`src/rtl/mem_access_unit.sv`:
```
// MEM-stage data-memory access unit: issues word-wide requests over a busywait handshake,
// steers store lanes and extends load results, stalling the pipeline while an access is open.
module mem_access_unit #(
    parameter int unsigned TIMEOUT_CYCLES = 64
) (
    input  logic        CLK,
    input  logic        RESET,
    input  logic [31:0] IN_ADDR,
    input  logic [31:0] IN_DATA2,
    input  logic [3:0]  IN_MEM_READ,
    input  logic [2:0]  IN_MEM_WRITE,
    input  logic [31:0] MEM_READDATA,
    input  logic        MEM_BUSYWAIT,
    output logic        MEM_READ_REQ,
    output logic        MEM_WRITE_REQ,
    output logic [31:0] MEM_ADDR,
    output logic [31:0] MEM_WRITEDATA,
    output logic [3:0]  MEM_BYTE_EN,
    output logic [31:0] OUT_LOAD_DATA,
    output logic        BUSY_WAIT,
    output logic        OUT_MISALIGNED,
    output logic        OUT_TIMEOUT
);

    localparam int unsigned CntW = $clog2(TIMEOUT_CYCLES + 1);
    localparam logic [CntW-1:0] TimeoutCnt = CntW'(TIMEOUT_CYCLES);

    typedef enum logic [1:0] {StIdle, StAccess, StDone} state_e;

    state_e state_q, state_d;

    logic            rd_req_q, rd_req_d, wr_req_q, wr_req_d;
    logic [31:0]     addr_q, addr_d, wdata_q, wdata_d, load_q, load_d;
    logic [3:0]      be_q, be_d;
    logic            mis_q, mis_d, to_q, to_d;
    logic [2:0]      f3_q, f3_d;
    logic [1:0]      off_q, off_d;
    logic [CntW-1:0] cnt_q, cnt_d, cnt_inc;

    logic        ld_legal, is_load, is_store, op_valid, op_misaligned, timeout_hit;
    logic [1:0]  op_size;
    logic [3:0]  lane_be;
    logic [31:0] lane_wdata, load_ext;
    logic [7:0]  ld_byte;
    logic [15:0] ld_half;

    always_comb begin
        ld_legal = 1'b0;
        case (IN_MEM_READ[2:0])
            3'b000, 3'b001, 3'b010, 3'b100, 3'b101: ld_legal = 1'b1;
            default: ld_legal = 1'b0;
        endcase
    end

    // A set load enable always wins, even when its funct3 is illegal and the op becomes a no-op.
    assign is_load  = IN_MEM_READ[3] & ld_legal;
    assign is_store = ~IN_MEM_READ[3] & IN_MEM_WRITE[2] & (IN_MEM_WRITE[1:0] != 2'b11);
    assign op_valid = is_load | is_store;
    assign op_size  = is_load ? IN_MEM_READ[1:0] : IN_MEM_WRITE[1:0];
    assign op_misaligned = ((op_size == 2'b01) & IN_ADDR[0]) |
                           ((op_size == 2'b10) & (IN_ADDR[1:0] != 2'b00));

    always_comb begin
        lane_be    = 4'b1111;
        lane_wdata = '0;
        if (is_store) begin
            case (IN_MEM_WRITE[1:0])
                2'b00: begin
                    lane_be    = 4'b0001 << IN_ADDR[1:0];
                    lane_wdata = {4{IN_DATA2[7:0]}};
                end
                2'b01: begin
                    lane_be    = IN_ADDR[1] ? 4'b1100 : 4'b0011;
                    lane_wdata = {2{IN_DATA2[15:0]}};
                end
                default: lane_wdata = IN_DATA2;
            endcase
        end
    end

    always_comb begin
        case (off_q)
            2'b00:   ld_byte = MEM_READDATA[7:0];
            2'b01:   ld_byte = MEM_READDATA[15:8];
            2'b10:   ld_byte = MEM_READDATA[23:16];
            default: ld_byte = MEM_READDATA[31:24];
        endcase
        ld_half = off_q[1] ? MEM_READDATA[31:16] : MEM_READDATA[15:0];
        case (f3_q)
            3'b000:  load_ext = {{24{ld_byte[7]}}, ld_byte};
            3'b100:  load_ext = {24'b0, ld_byte};
            3'b001:  load_ext = {{16{ld_half[15]}}, ld_half};
            3'b101:  load_ext = {16'b0, ld_half};
            default: load_ext = MEM_READDATA;
        endcase
    end

    assign cnt_inc     = cnt_q + CntW'(1);
    assign timeout_hit = MEM_BUSYWAIT & (cnt_inc == TimeoutCnt);

    always_ff @(posedge CLK) begin
        if (RESET) state_q <= StIdle;
        else       state_q <= state_d;
    end

    always_comb begin
        state_d = state_q;
        unique case (state_q)
            StIdle:   if (op_valid) state_d = op_misaligned ? StDone : StAccess;
            StAccess: if (!MEM_BUSYWAIT || timeout_hit) state_d = StDone;
            StDone:   state_d = StIdle;
            default:  state_d = StIdle;
        endcase
    end

    always_comb begin
        BUSY_WAIT = 1'b0;
        rd_req_d  = rd_req_q;
        wr_req_d  = wr_req_q;
        addr_d    = addr_q;
        wdata_d   = wdata_q;
        be_d      = be_q;
        load_d    = load_q;
        mis_d     = mis_q;
        to_d      = to_q;
        f3_d      = f3_q;
        off_d     = off_q;
        cnt_d     = '0;
        unique case (state_q)
            StIdle: begin
                BUSY_WAIT = op_valid;
                if (op_valid && op_misaligned) begin
                    mis_d  = 1'b1;
                    to_d   = 1'b0;
                    load_d = '0;
                end else if (op_valid) begin
                    rd_req_d = is_load;
                    wr_req_d = is_store;
                    addr_d   = {IN_ADDR[31:2], 2'b00};
                    be_d     = lane_be;
                    wdata_d  = lane_wdata;
                    mis_d    = 1'b0;
                    to_d     = 1'b0;
                    f3_d     = IN_MEM_READ[2:0];
                    off_d    = IN_ADDR[1:0];
                end
            end
            StAccess: begin
                BUSY_WAIT = 1'b1;
                cnt_d     = cnt_inc;
                // Completion is checked first so a same-cycle finish never reports a timeout.
                if (!MEM_BUSYWAIT) begin
                    rd_req_d = 1'b0;
                    wr_req_d = 1'b0;
                    if (rd_req_q) load_d = load_ext;
                end else if (timeout_hit) begin
                    rd_req_d = 1'b0;
                    wr_req_d = 1'b0;
                    to_d     = 1'b1;
                    load_d   = '0;
                end
            end
            default: BUSY_WAIT = 1'b0;
        endcase
    end

    always_ff @(posedge CLK) begin
        if (RESET) begin
            rd_req_q <= 1'b0;
            wr_req_q <= 1'b0;
            addr_q   <= '0;
            wdata_q  <= '0;
            be_q     <= '0;
            load_q   <= '0;
            mis_q    <= 1'b0;
            to_q     <= 1'b0;
            f3_q     <= '0;
            off_q    <= '0;
            cnt_q    <= '0;
        end else begin
            rd_req_q <= rd_req_d;
            wr_req_q <= wr_req_d;
            addr_q   <= addr_d;
            wdata_q  <= wdata_d;
            be_q     <= be_d;
            load_q   <= load_d;
            mis_q    <= mis_d;
            to_q     <= to_d;
            f3_q     <= f3_d;
            off_q    <= off_d;
            cnt_q    <= cnt_d;
        end
    end

    assign MEM_READ_REQ   = rd_req_q;
    assign MEM_WRITE_REQ  = wr_req_q;
    assign MEM_ADDR       = addr_q;
    assign MEM_WRITEDATA  = wdata_q;
    assign MEM_BYTE_EN    = be_q;
    assign OUT_LOAD_DATA  = load_q;
    assign OUT_MISALIGNED = mis_q;
    assign OUT_TIMEOUT    = to_q;

endmodule

```
`config.mk`:
```
export PLATFORM = sky130hd
export DESIGN_NAME = mem_access_unit
export DESIGN_NICKNAME = d
export VERILOG_FILES = /design/src/rtl/mem_access_unit.sv
export SDC_FILE = /design/constraint.sdc
export NUM_CORES = 1
export LEC_CHECK = 0
export ABC_AREA = 1
export CORE_ASPECT_RATIO = 0.8
export CORE_UTILIZATION = 46
export CTS_BUF_LIST = sky130_fd_sc_hd__clkbuf_4 sky130_fd_sc_hd__clkbuf_8
export DETAILED_ROUTE_END_ITERATION = 10
export PLACE_DENSITY_LB_ADDON = 0.1
export SLEW_MARGIN = 5
export SYNTH_ARGS = -nofsm -noshare
export SYNTH_HDL_FRONTEND = slang
export SYNTH_SLANG_ARGS = --single-unit
```
`constraint.sdc`:
```
create_clock -name CLK -period 2.33 [get_ports CLK]
set_input_delay 0.233 -clock CLK [delete_from_list [all_inputs] [get_ports CLK]]
set_output_delay 0.233 -clock CLK [all_outputs]
set_load 0.01 [all_outputs]
```
# --- Word level (Yosys, flattened, before mapping) ---
# Cells that the tools add are included.
op_classes:
  n_mul: 0
  eq_ne: 24
  bitwise_logic: 11
  add_sub_neg: 1
  shifts: 1
  n_lt_le_gt_ge: 0
  muxes: 34
  reduce_logical: 19
  div: 0
ops:
  columns: ["op", "count"]
  rows:
  - ["$mux W32", 5]
  - ["$pmux W32 S2", 2]
  - ["$pmux W32 S4", 1]
  - ["$pmux W8 S3", 1]
  - ["$mux W16", 1]
  - ["$ne A2 B2 Y1 const B", 7]
  - ["$eq A3 B3 Y1 const B", 4]
  - ["$mux W1", 12]
  - ["$reduce_and A4 Y1", 3]
  - ["$ne A3 B3 Y1 const B", 3]
  - ["$eq A2 B1 Y1 const B", 4]
  - ["$mux W2", 4]
  - ["$mux W4", 2]
  - ["$pmux W1 S2", 4]
  - ["$pmux W4 S2", 1]
  - ["$add A7 B1 Y7 const B", 1]
  - ["$eq A7 B7 Y1 const B", 1]
  - ["$and A1 B1 Y1", 6]
  - ["$eq A3 B1 Y1 const B", 2]
  - ["$logic_not A2 Y1", 3]
  - ["$logic_not A3 Y1", 2]
  - ["$reduce_bool A2 Y1", 3]
  - ["$reduce_or A5 Y1", 1]
  - ["$eq A2 B2 Y1 const B", 2]
  - ["other kinds (11)", 15]
totals:
  n_memories: 0
  latchBits: 0
  register_bits: 116
  mem_bits_rw: 0
  rom_bits: 0
  elab_cells: 102
  inputBits: 106

# --- Longest topological paths before layout ---
# Gate-level depths: netlist (run 1).
logic_depth:
  ltp_word: 11
  ltp_mapped: 14
  ltp_nobuf: 13

# --- Worst setup path before layout (run 1) ---
# Ideal clock, no wire load.
synth_timing:
  path_kind: "register -> register"
  from: "register cnt_q[0]"
  to: "register load_q[10], in the netlist OUT_LOAD_DATA[10]"
  setup_time_ns: 0.113
  t_required_ns: 2.217
  path_stages_with_launch: 14
  arrival_time_ns: 1.616
  period_less_slack_ns: 1.728
  setup_slack_ns: 0.602
  cell_sequence: "dfxtp_1 > ha_1 > nand2_1 > clkinv_1 > nand2_1 > nand2_1 > nand2_1 > nor2_1 > nand2_1 > a21oi_4 > nand2_2 > buf_4 > nor2_1 > nor2_1"
synth_via:
  elab_chain_len: 5
synth_rtl:
  columns: ["element", "line", "source"]
  rows:
  - ["from (decl)", "38", "logic [CntW-1:0] cnt_q, cnt_d, cnt_inc;"]
  - ["from (signal assigned)", "191", "cnt_q <= cnt_d;"]
  - ["$add A7 B1 Y7", "98", "assign cnt_inc = cnt_q + CntW'(1);"]
  - ["$eq A7 B7 Y1", "99", "assign timeout_hit = MEM_BUSYWAIT & (cnt_inc == TimeoutCnt);"]
  - ["$and A1 B1 Y1", "99", null]
  - ["$ne A3 B3 Y1 (no source line)", null, null]
  - ["$reduce_and A4 Y1 (no source line)", null, null]
  - ["to (signal assigned)", "186", "load_q <= load_d;"]
  - ["to (decl)", "33", "logic [31:0] addr_q, addr_d, wdata_q, wdata_d, load_q, load_d;"]
# Every way passes these cells.
# A chain may end at the register's enable or synchronous reset.

# --- Final worst setup path (run 1) ---
layout_timing:
  from: "input IN_MEM_READ[0]"
  to: "output BUSY_WAIT"
layout_via:
  elab_chain_len: 6
  elab_cells_between_ends: 10
  cone_classes: "4 x eq/ne; 2 x mux; 2 x bitwise; 2 x reduce/logical"
layout_rtl:
  columns: ["element", "line", "source"]
  rows:
  - ["from (decl)", "10", "input logic [3:0] IN_MEM_READ,"]
  - ["$eq A3 B1 Y1, or another cell as far along", "49", "case (IN_MEM_READ[2:0])"]
  - ["$reduce_or A5 Y1 *", "49", null]
  - ["$mux W1 *", "49", null]
  - ["$and A1 B1 Y1 *", "56", "assign is_load = IN_MEM_READ[3] & ld_legal;"]
  - ["$or A1 B1 Y1 *", "58", "assign op_valid = is_load | is_store;"]
  - ["$pmux W1 S2 *", "129", "unique case (state_q)"]
  - ["to (decl)", "20", "output logic BUSY_WAIT,"]
# Mark *: on every way between the ends. The rest lies on a longest branch, timed or not.

==> results.sh, run 1 <==
export IMPL_slew_limit_headroom_pct=61.7
export IMPL_power_share_switching_pct=32.4
export IMPL_ys_seq_area_share_pct=42.0
export IMPL_clockRootBuffer="sky130_fd_sc_hd__clkbuf_8"
export IMPL_ys_types=41
export IMPL_grt_overflow_total=0
export IMPL_grt_start_max_net_pins=55
export IMPL_wire_length_of_the_first_global_routing_pass_um=27000
export IMPL_port_buffer_count=208
export IMPL_postSynth_asyncResetShare_pct=0
export IMPL_ir_drop_mv=0.639
export IMPL_post_synth_instance_area_mm2=0.00553
export IMPL_clock_tree_buffer_depth=2
export IMPL_antenna_cells_inserted=0
export IMPL_synth_edff_count=0
export IMPL_main_flop_type_after_synthesis="sky130_fd_sc_hd__dfxtp_1"
export IMPL_total_setup_violations_reported_at_the_end_of_the_flow=0
export IMPL_register_area_mm2=0.00232
export IMPL_synth_warning_count=0
export IMPL_timing_critical_path_to="BUSY_WAIT"
export IMPL_clock_fmax_ghz=0.474
export IMPL_synthesis_instances=821
export IMPL_syn_avg_cell_area_um2=6.74
export IMPL_cts_sink_count=116
export IMPL_layout_min_cycle_time_ns=2.11
export IMPL_groute_layer_met1_usage_pct=35.0
export IMPL_die_y_um=100
export IMPL_cts_hold_buf=0
export IMPL_core_region_area_mm2=0.0116
export IMPL_n_fill_cell=1037
export IMPL_drt_iter0_markers=317
export IMPL_skew_ns=0.00946
export IMPL_finalNetCount=1132
export IMPL_post_synth_main_area_contributors="sky130_fd_sc_hd__dfxtp_1 (42%), sky130_fd_sc_hd__nand2_1 (12%), sky130_fd_sc_hd__nor2_1 (12%)"
export IMPL_tritoncts_buffer_count=17
export IMPL_detailroute_via_count=5933
export IMPL_layout_drive_gt1_share_pct=8.39
export IMPL_critical_path_class="in -> out"
export IMPL_global_route_usage_total_pct=27.0
export IMPL_die_area_mm2=0.0125
export IMPL_h_tree_level_count=4
export IMPL_combinationalPowerShare_pct=28.6
export IMPL_critical_path_arrival_ns=1.88
export IMPL_chipWidth_um=125
export IMPL_clock_power_share_pct=31.8
export IMPL_vias_per_cell=5.01
export IMPL_cap_violations=0
export IMPL_synth_ff_latch_count=116
export IMPL_report_final_hold_viol_count=0
export IMPL_yosysTopAreaCellShare_pct=42.0
export IMPL_syn2layout_area_growth_pct=48.0
export IMPL_rows=35
export IMPL_pwr_share_seq_pct=39.6
export IMPL_crit_reg2reg_capture="OUT_LOAD_DATA[31]"
export IMPL_cts_tree="yes"
export IMPL_number_of_antenna_violations_at_the_first_check_in_global_routing=0
export IMPL_global_route_usage_met3_pct=9.22
export IMPL_route_detailed_wl_per_inst_um=13.8
export IMPL_cell_type_contributing_the_most_total_cell_area_after_synthesis="sky130_fd_sc_hd__dfxtp_1"
export IMPL_setup_worst_path_end_class="primary output"
export IMPL_ioPinCount=211
export IMPL_setup_total_negative_slack_ns=0
export IMPL_rsz0062_at_grt="false"
export IMPL_power_static_leakage_uw=0.00344
export IMPL_timing_critical_path_from_type="primary input"
export IMPL_internal_power_uw=3950
export IMPL_drtAntennaViolNets=0
export IMPL_min_path_cells=3
export IMPL_data_required_time_of_the_critical_path_ns=2.10
export IMPL_detail_route_first_pass_iterations=4
export IMPL_grt_use_met2_pct=42.3
export IMPL_power_density_cell_area_mw_per_mm2=712
export IMPL_finalWeightedCongestion=0.933
export IMPL_startpoint="IN_MEM_READ[0]"
export IMPL_clk_pin_slew_worst_paths_ns=0.08
export IMPL_run_status="finished, final reports clean"
export IMPL_r2r_start="cnt_q[0]"
export IMPL_critPathMaxFanout=4
export IMPL_net_switching_power_uw=1890
export IMPL_max_slew_worst_pin_slew_ns=0.573
export IMPL_busiest_layer="met2"
export IMPL_clk_latency_ns=0.43
export IMPL_detailedPlacementHpwl_um=12000
export IMPL_multi_input_area_mm2=0.00276
export IMPL_drt_drc_violations_left=0
export IMPL_reg2reg_depth=13
export IMPL_portion_of_the_clock_cycle_consumed_by_the_worst_path_in_the_final_layout_pct=90.6
export IMPL_timing_max_transition_violations_final=0
export IMPL_floorplan_initialDensity_pct=47.7
export IMPL_hold_path_class="in -> reg"
export IMPL_grt_pass1_vias=5438
export IMPL_worst_r2r_setup_slack_ns=0.26
export IMPL_pre_cts_ws_ns=0.107
export IMPL_worst_slack_ns=0.219
export IMPL_route_final_wire_length_um=16300
==> cells in the final DEF, fill, tap and decap left out, drive strengths merged, types with 4 or more instances in the layout <==
cell type | synthesis | routed
nand2 | 194 | 194
clkdlybuf4s50 | 0 | 208
a211oi | 4 | 4
inv | 59 | 62
dfxtp | 116 | 116
nand3 | 48 | 48
o21ai | 89 | 89
buf | 26 | 21
clkbuf | 20 | 17
a21oi | 37 | 37
nor2 | 190 | 190
clkinvlp | 0 | 4
clkinv | 2 | 8
o211ai | 13 | 13
==> state kept, by name, indices dropped and copies added, names as in the netlist <==
signal and count:
MEM_ADDR 30, OUT_LOAD_DATA 32, state_q 2, OUT_MISALIGNED 1, MEM_READ_REQ 1, cnt_q 7, off_q 2, MEM_BYTE_EN 4
MEM_WRITE_REQ 1, MEM_WRITEDATA 32, OUT_TIMEOUT 1, f3_q 3
==> power groups by stage <==
| stage | logic [µW] | clock network [µW] | registers, µW |
|---|---|---|---|
| global route | 1840 | 1980 | 2340 |
| detailed placement | 1660 | 0 | 2350 |
| finish | 1670 | 1860 | 2310 |
| global placement | 1640 | 0 | 2350 |
| floorplan | 787 | 0 | 2430 |
| CTS | 1670 | 1880 | 2310 |
==> worst min path at each step <==
stage	start	end
detailed placement	MEM_WRITEDATA[20]	MEM_WRITEDATA[20]
finish	IN_ADDR[12]	MEM_ADDR[12]
global route	IN_ADDR[16]	MEM_ADDR[16]
global placement	MEM_WRITEDATA[22]	MEM_WRITEDATA[22]
CTS	IN_ADDR[12]	MEM_ADDR[12]
floorplan	IN_DATA2[0]	MEM_WRITEDATA[0]
==> Yosys cell counts (all sizes together) (2+ instances only) <==
cell	instances
o311ai	3
a211oi	4
clkbuf	20
o31ai	3
inv	59
clkinv	2
o211a	3
ha	2
nor2	190
o211ai	13
o21ai	89
nand2	194
dfxtp	116
nand3	48
a21oi	37
o22ai	3
buf	26
==> metrics by stage <==
| stage | utilization, % | hold slack (ns) | instances | power, µW | cell area (µm²) |
|---|---|---|---|---|---|
| final | 70.6 | 0.390 | 1185 | 5830 | 8190 |
| after global routing | 70.6 | 0.400 | 1185 | 6160 | 8190 |
| after CTS | 70.5 | 0.374 | 1185 | 5860 | 8180 |
| after detailed placement | 67.1 | 0.443 | 1153 | 4010 | 7790 |
| after global placement | 67.1 | 0.438 | 1153 | 3990 | 7790 |
| after floorplan | - | 0.364 | 822 | 3210 | 5540 |
==> layer usage <==
metal	vias up	share of wire [%]
met5	-	0
met4	0	1.6
met3	22	9.3
met2	220	43
met1	2644	46
li1	3047	-
==> what timing repair did <==
item / 4_1_cts / 5_1_grt
setup buffers: 0 / 0
resized for setup: 0 / 1
setup endpoints to repair: 0 / 6
==> area by class of cell <==
cell class	instances	area share [%]
clock inverter	15	1.93
timing repair buffer	229	28.1
multi-input combinational	599	33.6
inverter	61	2.83
clock buffer	17	2.86
tap	148	2.26
sequential	116	28.4
==> critical path: stages <==
cell and delay, ns:
sky130_fd_sc_hd__clkdlybuf4s50_1 0.47, sky130_fd_sc_hd__o21ai_2 0.20, sky130_fd_sc_hd__nand2_1 0.13, sky130_fd_sc_hd__nand2_1 0.09, sky130_fd_sc_hd__nand2_2 0.07, sky130_fd_sc_hd__nand2_2 0.11
sky130_fd_sc_hd__clkdlybuf4s50_1 0.57
==> cells by family after synthesis <==
family | share of synthesized area (%)
AND/OR/NAND/NOR | 32.3
AO/OA/AOI/OAI | 16.7
flip-flops | 42.0
buffers and inverters | 8.41
adder cells (fa/ha/maj) | 0.452
XOR/XNOR | 0.158
other | 0.0678
(Power assumes the default switching activity.)
==> inputs of run 2 (changes only) <==
CORE_UTILIZATION = 44   (was 46)
CTS_BUF_LIST = unset   (was sky130_fd_sc_hd__clkbuf_4 sky130_fd_sc_hd__clkbuf_8)
REMOVE_ABC_BUFFERS = 1   (was unset)
==> results.sh, run 2 (synthesis gave the netlist of run 1 again) <==
export IMPL_skew_ns=0.00819
export IMPL_chipWidth_um=127
export IMPL_route_final_wire_length_um=16800
export IMPL_clk_latency_ns=0.41
export IMPL_total_setup_violations_reported_at_the_end_of_the_flow=0
export IMPL_number_of_antenna_violations_at_the_first_check_in_global_routing=0
export IMPL_run_status="finished, final reports clean"
export IMPL_layout_cells_most_common_list="sky130_fd_sc_hd__clkdlybuf4s50_1 (208), sky130_fd_sc_hd__nand2_1 (184), sky130_fd_sc_hd__nor2_1 (183), sky130_fd_sc_hd__dfxtp_1 (116), sky130_fd_sc_hd__o21ai_0 (75)"
export IMPL_layout_drive_gt1_share_pct=8.56
export IMPL_setup_total_negative_slack_ns=0
export IMPL_die_area_mm2=0.0130
export IMPL_antenna_cells_inserted=0
export IMPL_drt_drc_violations_left=0
export IMPL_portion_of_the_clock_cycle_consumed_by_the_worst_path_in_the_final_layout_pct=91.7
export IMPL_rsz0062_at_grt="false"
export IMPL_worst_r2r_setup_slack_ns=0.19
export IMPL_rows=36
export IMPL_grt_overflow_total=0
export IMPL_reg2reg_depth=13
export IMPL_detailedPlacementHpwl_um=12100
export IMPL_tritoncts_buffer_count=17
export IMPL_port_buffer_count=208
export IMPL_max_slew_worst_pin_slew_ns=0.598
export IMPL_finalWeightedCongestion=0.902
export IMPL_cts_resized=0
export IMPL_cap_violations=0
export IMPL_timing_critical_path_from_type="register"
export IMPL_clock_fmax_ghz=0.468
export IMPL_placed_cells_incl_taps=1179
export IMPL_power_static_leakage_uw=0.00356
export IMPL_critical_path_arrival_ns=2.44
export IMPL_r2r_start="cnt_q[0]"
export IMPL_cts_tree="yes"
export IMPL_report_final_hold_viol_count=0
export IMPL_grt_start_max_net_pins=44
export IMPL_crit_reg2reg_capture="OUT_LOAD_DATA[25]"
export IMPL_finish_utilization_pct=69.2
export IMPL_data_required_time_of_the_critical_path_ns=2.63
export IMPL_power_density_cell_area_mw_per_mm2=798
export IMPL_slew_limit_headroom_pct=60.1
export IMPL_finalNetCount=1135
export IMPL_mostFrequentLayoutCell="sky130_fd_sc_hd__clkdlybuf4s50_1"
export IMPL_global_route_usage_total_pct=26.3
export IMPL_cts_sink_count=116
export IMPL_critPathMaxFanout=17
export IMPL_min_path_cells=3
export IMPL_vias_per_cell=4.92
export IMPL_postLayoutCellArea_mm2=0.00845
export IMPL_detailroute_via_count=5964
export IMPL_cts_post_setup_buffers_inserted=0
export IMPL_drt_iter0_markers=383
export IMPL_min_from="IN_DATA2[3]"
export IMPL_power_uw=6740
export IMPL_die_y_um=102
export IMPL_h_tree_level_count=4
export IMPL_worst_hold_path_endpoint="MEM_WRITEDATA[3]"
export IMPL_setup_worst_path_end_class="register"
export IMPL_route_detailed_wl_per_inst_um=13.9
export IMPL_ioPinCount=211
export IMPL_clockRootBuffer="sky130_fd_sc_hd__clkbuf_16"
export IMPL_detailed_place_area_mm2=0.00782
export IMPL_layout_min_cycle_time_ns=2.14
export IMPL_grt_pass1_vias=5411
export IMPL_ir_drop_mv=0.678
export IMPL_timing_max_transition_violations_final=0
export IMPL_floorplan_initialDensity_pct=45.3
export IMPL_syn2layout_area_growth_pct=52.7
export IMPL_wire_length_of_the_first_global_routing_pass_um=26700
export IMPL_cts_hold_buf=0
export IMPL_core_region_area_mm2=0.0122
export IMPL_clk_pin_slew_worst_paths_ns=0.06
export IMPL_clock_tree_buffer_depth=2
export IMPL_critical_path_class="reg -> reg"
export IMPL_hold_path_class="in -> reg"
export IMPL_finalNonFillerCells=1211
export IMPL_detail_route_first_pass_iterations=5
export IMPL_drtAntennaViolNets=0
-- run 2: worst max path at each step --
stage,from,end,cells after the start
global route,cnt_q[0],OUT_LOAD_DATA[1],13
finish,cnt_q[0],OUT_LOAD_DATA[25],13
detailed placement,IN_MEM_READ[0],OUT_LOAD_DATA[28],11
floorplan,cnt_q[0],OUT_LOAD_DATA[0],13
global placement,IN_MEM_READ[0],MEM_WRITEDATA[13],12
CTS,cnt_q[0],OUT_LOAD_DATA[28],12
-- run 2: per-layer routing --
metal | wire length [µm] | share of wire, % | track usage, %
met1 | 7640 | 45 | 35.1
met2 | 7380 | 44 | 39.8
met3 | 1490 | 8.8 | 8.64
met4 | 289 | 1.7 | 9.89
met5 | 0 | 0 | 0
-- run 2: final cells by class --
class	instances	area (µm²)
repair buffers	232	2300
clock inverters	13	181
inverters	61	231
multi-input cells	599	2760
clock buffers	19	443
well taps	171	214
flip-flops and latches	116	2320
fillers	1062	3760
-- run 2: metrics by stage --
stage                     hold slack [ns]  setup slack (ns)
after CTS                           0.408             0.107
final                               0.419             0.192
after floorplan                     0.302             0.201
after global routing                0.419            0.0275
after global placement              0.437             0.151
after detailed placement            0.442            0.0723
-- run 2: power breakdown --
group	switching (µW)	internal [µW]	total, µW
Sequential	113	2200	2310
Combinational	877	800	1680
Clock	942	1810	2760
Total	1930	4810	6740
-- run 2: critical path, cell delays in order, from the launching register on --
cell and delay [ns]:
sky130_fd_sc_hd__dfxtp_1 0.40, sky130_fd_sc_hd__ha_1 0.27, sky130_fd_sc_hd__nand2_1 0.10, sky130_fd_sc_hd__clkinv_1 0.05, sky130_fd_sc_hd__nand2_1 0.05, sky130_fd_sc_hd__nand2_1 0.10, sky130_fd_sc_hd__nand2_1 0.06, sky130_fd_sc_hd__nor2_1 0.11
sky130_fd_sc_hd__nand2_1 0.15, sky130_fd_sc_hd__a21oi_4 0.28, sky130_fd_sc_hd__buf_6 0.22, sky130_fd_sc_hd__nand3_1 0.10, sky130_fd_sc_hd__nand2_1 0.08, sky130_fd_sc_hd__nor2_1 0.05
==> inputs of run 3 (changes only) <==
CORE_UTILIZATION = 35   (was 44)
TNS_END_PERCENT = 5   (was unset)
==> results.sh, run 3 (synthesis gave the netlist of run 1 again) <==
export IMPL_report_final_hold_viol_count=0
export IMPL_setup_worst_path_end_class="primary output"
export IMPL_syn2layout_area_growth_pct=54.3
export IMPL_die_area_mm2=0.0163
export IMPL_wire_length_of_the_first_global_routing_pass_um=28400
export IMPL_grt_pass1_vias=5494
export IMPL_critical_path_arrival_ns=1.89
export IMPL_drtAntennaViolNets=0
export IMPL_cts_hold_buf=0
export IMPL_hold_path_class="in -> reg"
export IMPL_placed_cells_incl_taps=1222
export IMPL_timing_critical_path_from_type="primary input"
export IMPL_clk_pin_slew_worst_paths_ns=0.05
export IMPL_number_of_antenna_violations_at_the_first_check_in_global_routing=0
export IMPL_drt_iter0_markers=371
export IMPL_die_y_um=114
export IMPL_drt_drc_violations_left=0
export IMPL_finish_utilization_pct=56.1
export IMPL_cts_tree="yes"
export IMPL_n_fill_cell=1514
export IMPL_layout_min_cycle_time_ns=2.12
export IMPL_tritoncts_buffer_count=17
export IMPL_finalNonFillerCells=1252
export IMPL_chipWidth_um=143
export IMPL_detailroute_via_count=5814
export IMPL_critical_path_class="in -> out"
export IMPL_rsz0062_at_grt="false"
export IMPL_grt_overflow_total=0
export IMPL_clock_fmax_ghz=0.471
export IMPL_cap_violations=0
export IMPL_route_final_wire_length_um=17600
export IMPL_total_setup_violations_reported_at_the_end_of_the_flow=0
export IMPL_detail_route_first_pass_iterations=5
export IMPL_detailedPlacementHpwl_um=12900
export IMPL_floorplan_initialDensity_pct=36.4
export IMPL_layout_cells_most_common_list="sky130_fd_sc_hd__clkdlybuf4s50_1 (208), sky130_fd_sc_hd__nand2_1 (184), sky130_fd_sc_hd__nor2_1 (183), sky130_fd_sc_hd__dfxtp_1 (116), sky130_fd_sc_hd__o21ai_0 (75)"
export IMPL_pwr_share_seq_pct=34.0
export IMPL_rows=40
export IMPL_ioPinCount=211
export IMPL_port_buffer_count=208
export IMPL_setup_total_negative_slack_ns=0
export IMPL_power_share_switching_pct=28.4
export IMPL_finalNetCount=1139
export IMPL_route_detailed_wl_per_inst_um=14.0
export IMPL_combinationalPowerShare_pct=25.0
export IMPL_net_switching_power_uw=1920
export IMPL_portion_of_the_clock_cycle_consumed_by_the_worst_path_in_the_final_layout_pct=91.2
export IMPL_power_static_leakage_uw=0.00358
export IMPL_h_tree_level_count=4
export IMPL_postLayoutCellArea_mm2=0.00854
export IMPL_cts_post_setup_buffers_inserted=0
export IMPL_antenna_cells_inserted=0
export IMPL_clk_latency_ns=0.42
export IMPL_detailed_place_area_mm2=0.00791
export IMPL_cts_sink_count=116
export IMPL_run_status="finished, final reports clean"
export IMPL_global_route_usage_total_pct=22.7
export IMPL_skew_ns=0.00970
export IMPL_timing_max_transition_violations_final=0
export IMPL_critPathMaxFanout=4
export IMPL_vias_per_cell=4.64
export IMPL_power_density_cell_area_mw_per_mm2=795
export IMPL_layout_drive_gt1_share_pct=8.73
export IMPL_hold_ws_ns=0.416
export IMPL_grt_start_max_net_pins=37
export IMPL_clock_power_share_pct=41.0
export IMPL_mostFrequentLayoutCell="sky130_fd_sc_hd__clkdlybuf4s50_1"
export IMPL_data_required_time_of_the_critical_path_ns=2.10
export IMPL_internal_power_uw=4860
export IMPL_finalWeightedCongestion=0.878
export IMPL_clock_tree_buffer_depth=2
export IMPL_core_region_area_mm2=0.0152
export IMPL_clockRootBuffer="sky130_fd_sc_hd__clkbuf_16"
export IMPL_ir_drop_mv=0.546
==> run 3: per-layer routing <==
metal,vias up,part of all wire [%],track usage [%]
met2,188,43,34.2
met5,-,0,0
met1,2561,47,29.9
met4,0,1.2,7.03
met3,13,8.6,8.53
li1,3052,-,-
==> run 3: area by class of cell <==
class	instances	area [µm²]	share of cell area, %
clock inverter	9	153	1.79
sequential	116	2320	27.2
multi-input combinational	599	2760	32.3
timing repair buffer	236	2340	27.4
inverter	61	231	2.71
tap	210	263	3.08
clock buffer	21	470	5.51
==> run 3: critical path, cell delays in order <==
cell and delay [ns]:
sky130_fd_sc_hd__clkdlybuf4s50_1 0.47, sky130_fd_sc_hd__o21ai_2 0.20, sky130_fd_sc_hd__nand2_1 0.13, sky130_fd_sc_hd__nand2_1 0.10, sky130_fd_sc_hd__nand2_2 0.07, sky130_fd_sc_hd__nand2_2 0.11, sky130_fd_sc_hd__clkdlybuf4s50_1 0.58
==> run 3: what timing repair did <==
action                                 CTS  global route
gates resized for setup                  0             1
endpoints found under the hold margin    0             0
setup endpoints to repair                0             6
==> run 3: final timing paths <==
check	startpoint	end	slack (ns)	depth (start not counted)
min reg2reg	MEM_WRITEDATA[6]	MEM_WRITEDATA[6]	0.45	2
max	IN_MEM_READ[0]	BUSY_WAIT	0.21	7
min	IN_ADDR[28]	MEM_ADDR[28]	0.42	3
max reg2reg	cnt_q[0]	MEM_WRITE_REQ	0.31	14
==> run 3: per-stage QoR <==
step	power (µW)	setup WS, ns
floorplan	3140	0.201
global placement	4040	0.200
detailed placement	4050	0.151
CTS	6860	0.212
global route	7180	0.0211
finish	6790	0.205
==> run 3: power groups by stage <==
| stage | logic (µW) | registers, µW | clock network (µW) |
|---|---|---|---|
| finish | 1700 | 2310 | 2780 |
| global route | 1890 | 2340 | 2960 |
| CTS | 1700 | 2310 | 2840 |
| detailed placement | 1700 | 2350 | 0 |
| global placement | 1690 | 2350 | 0 |
| floorplan | 698 | 2440 | 0 |
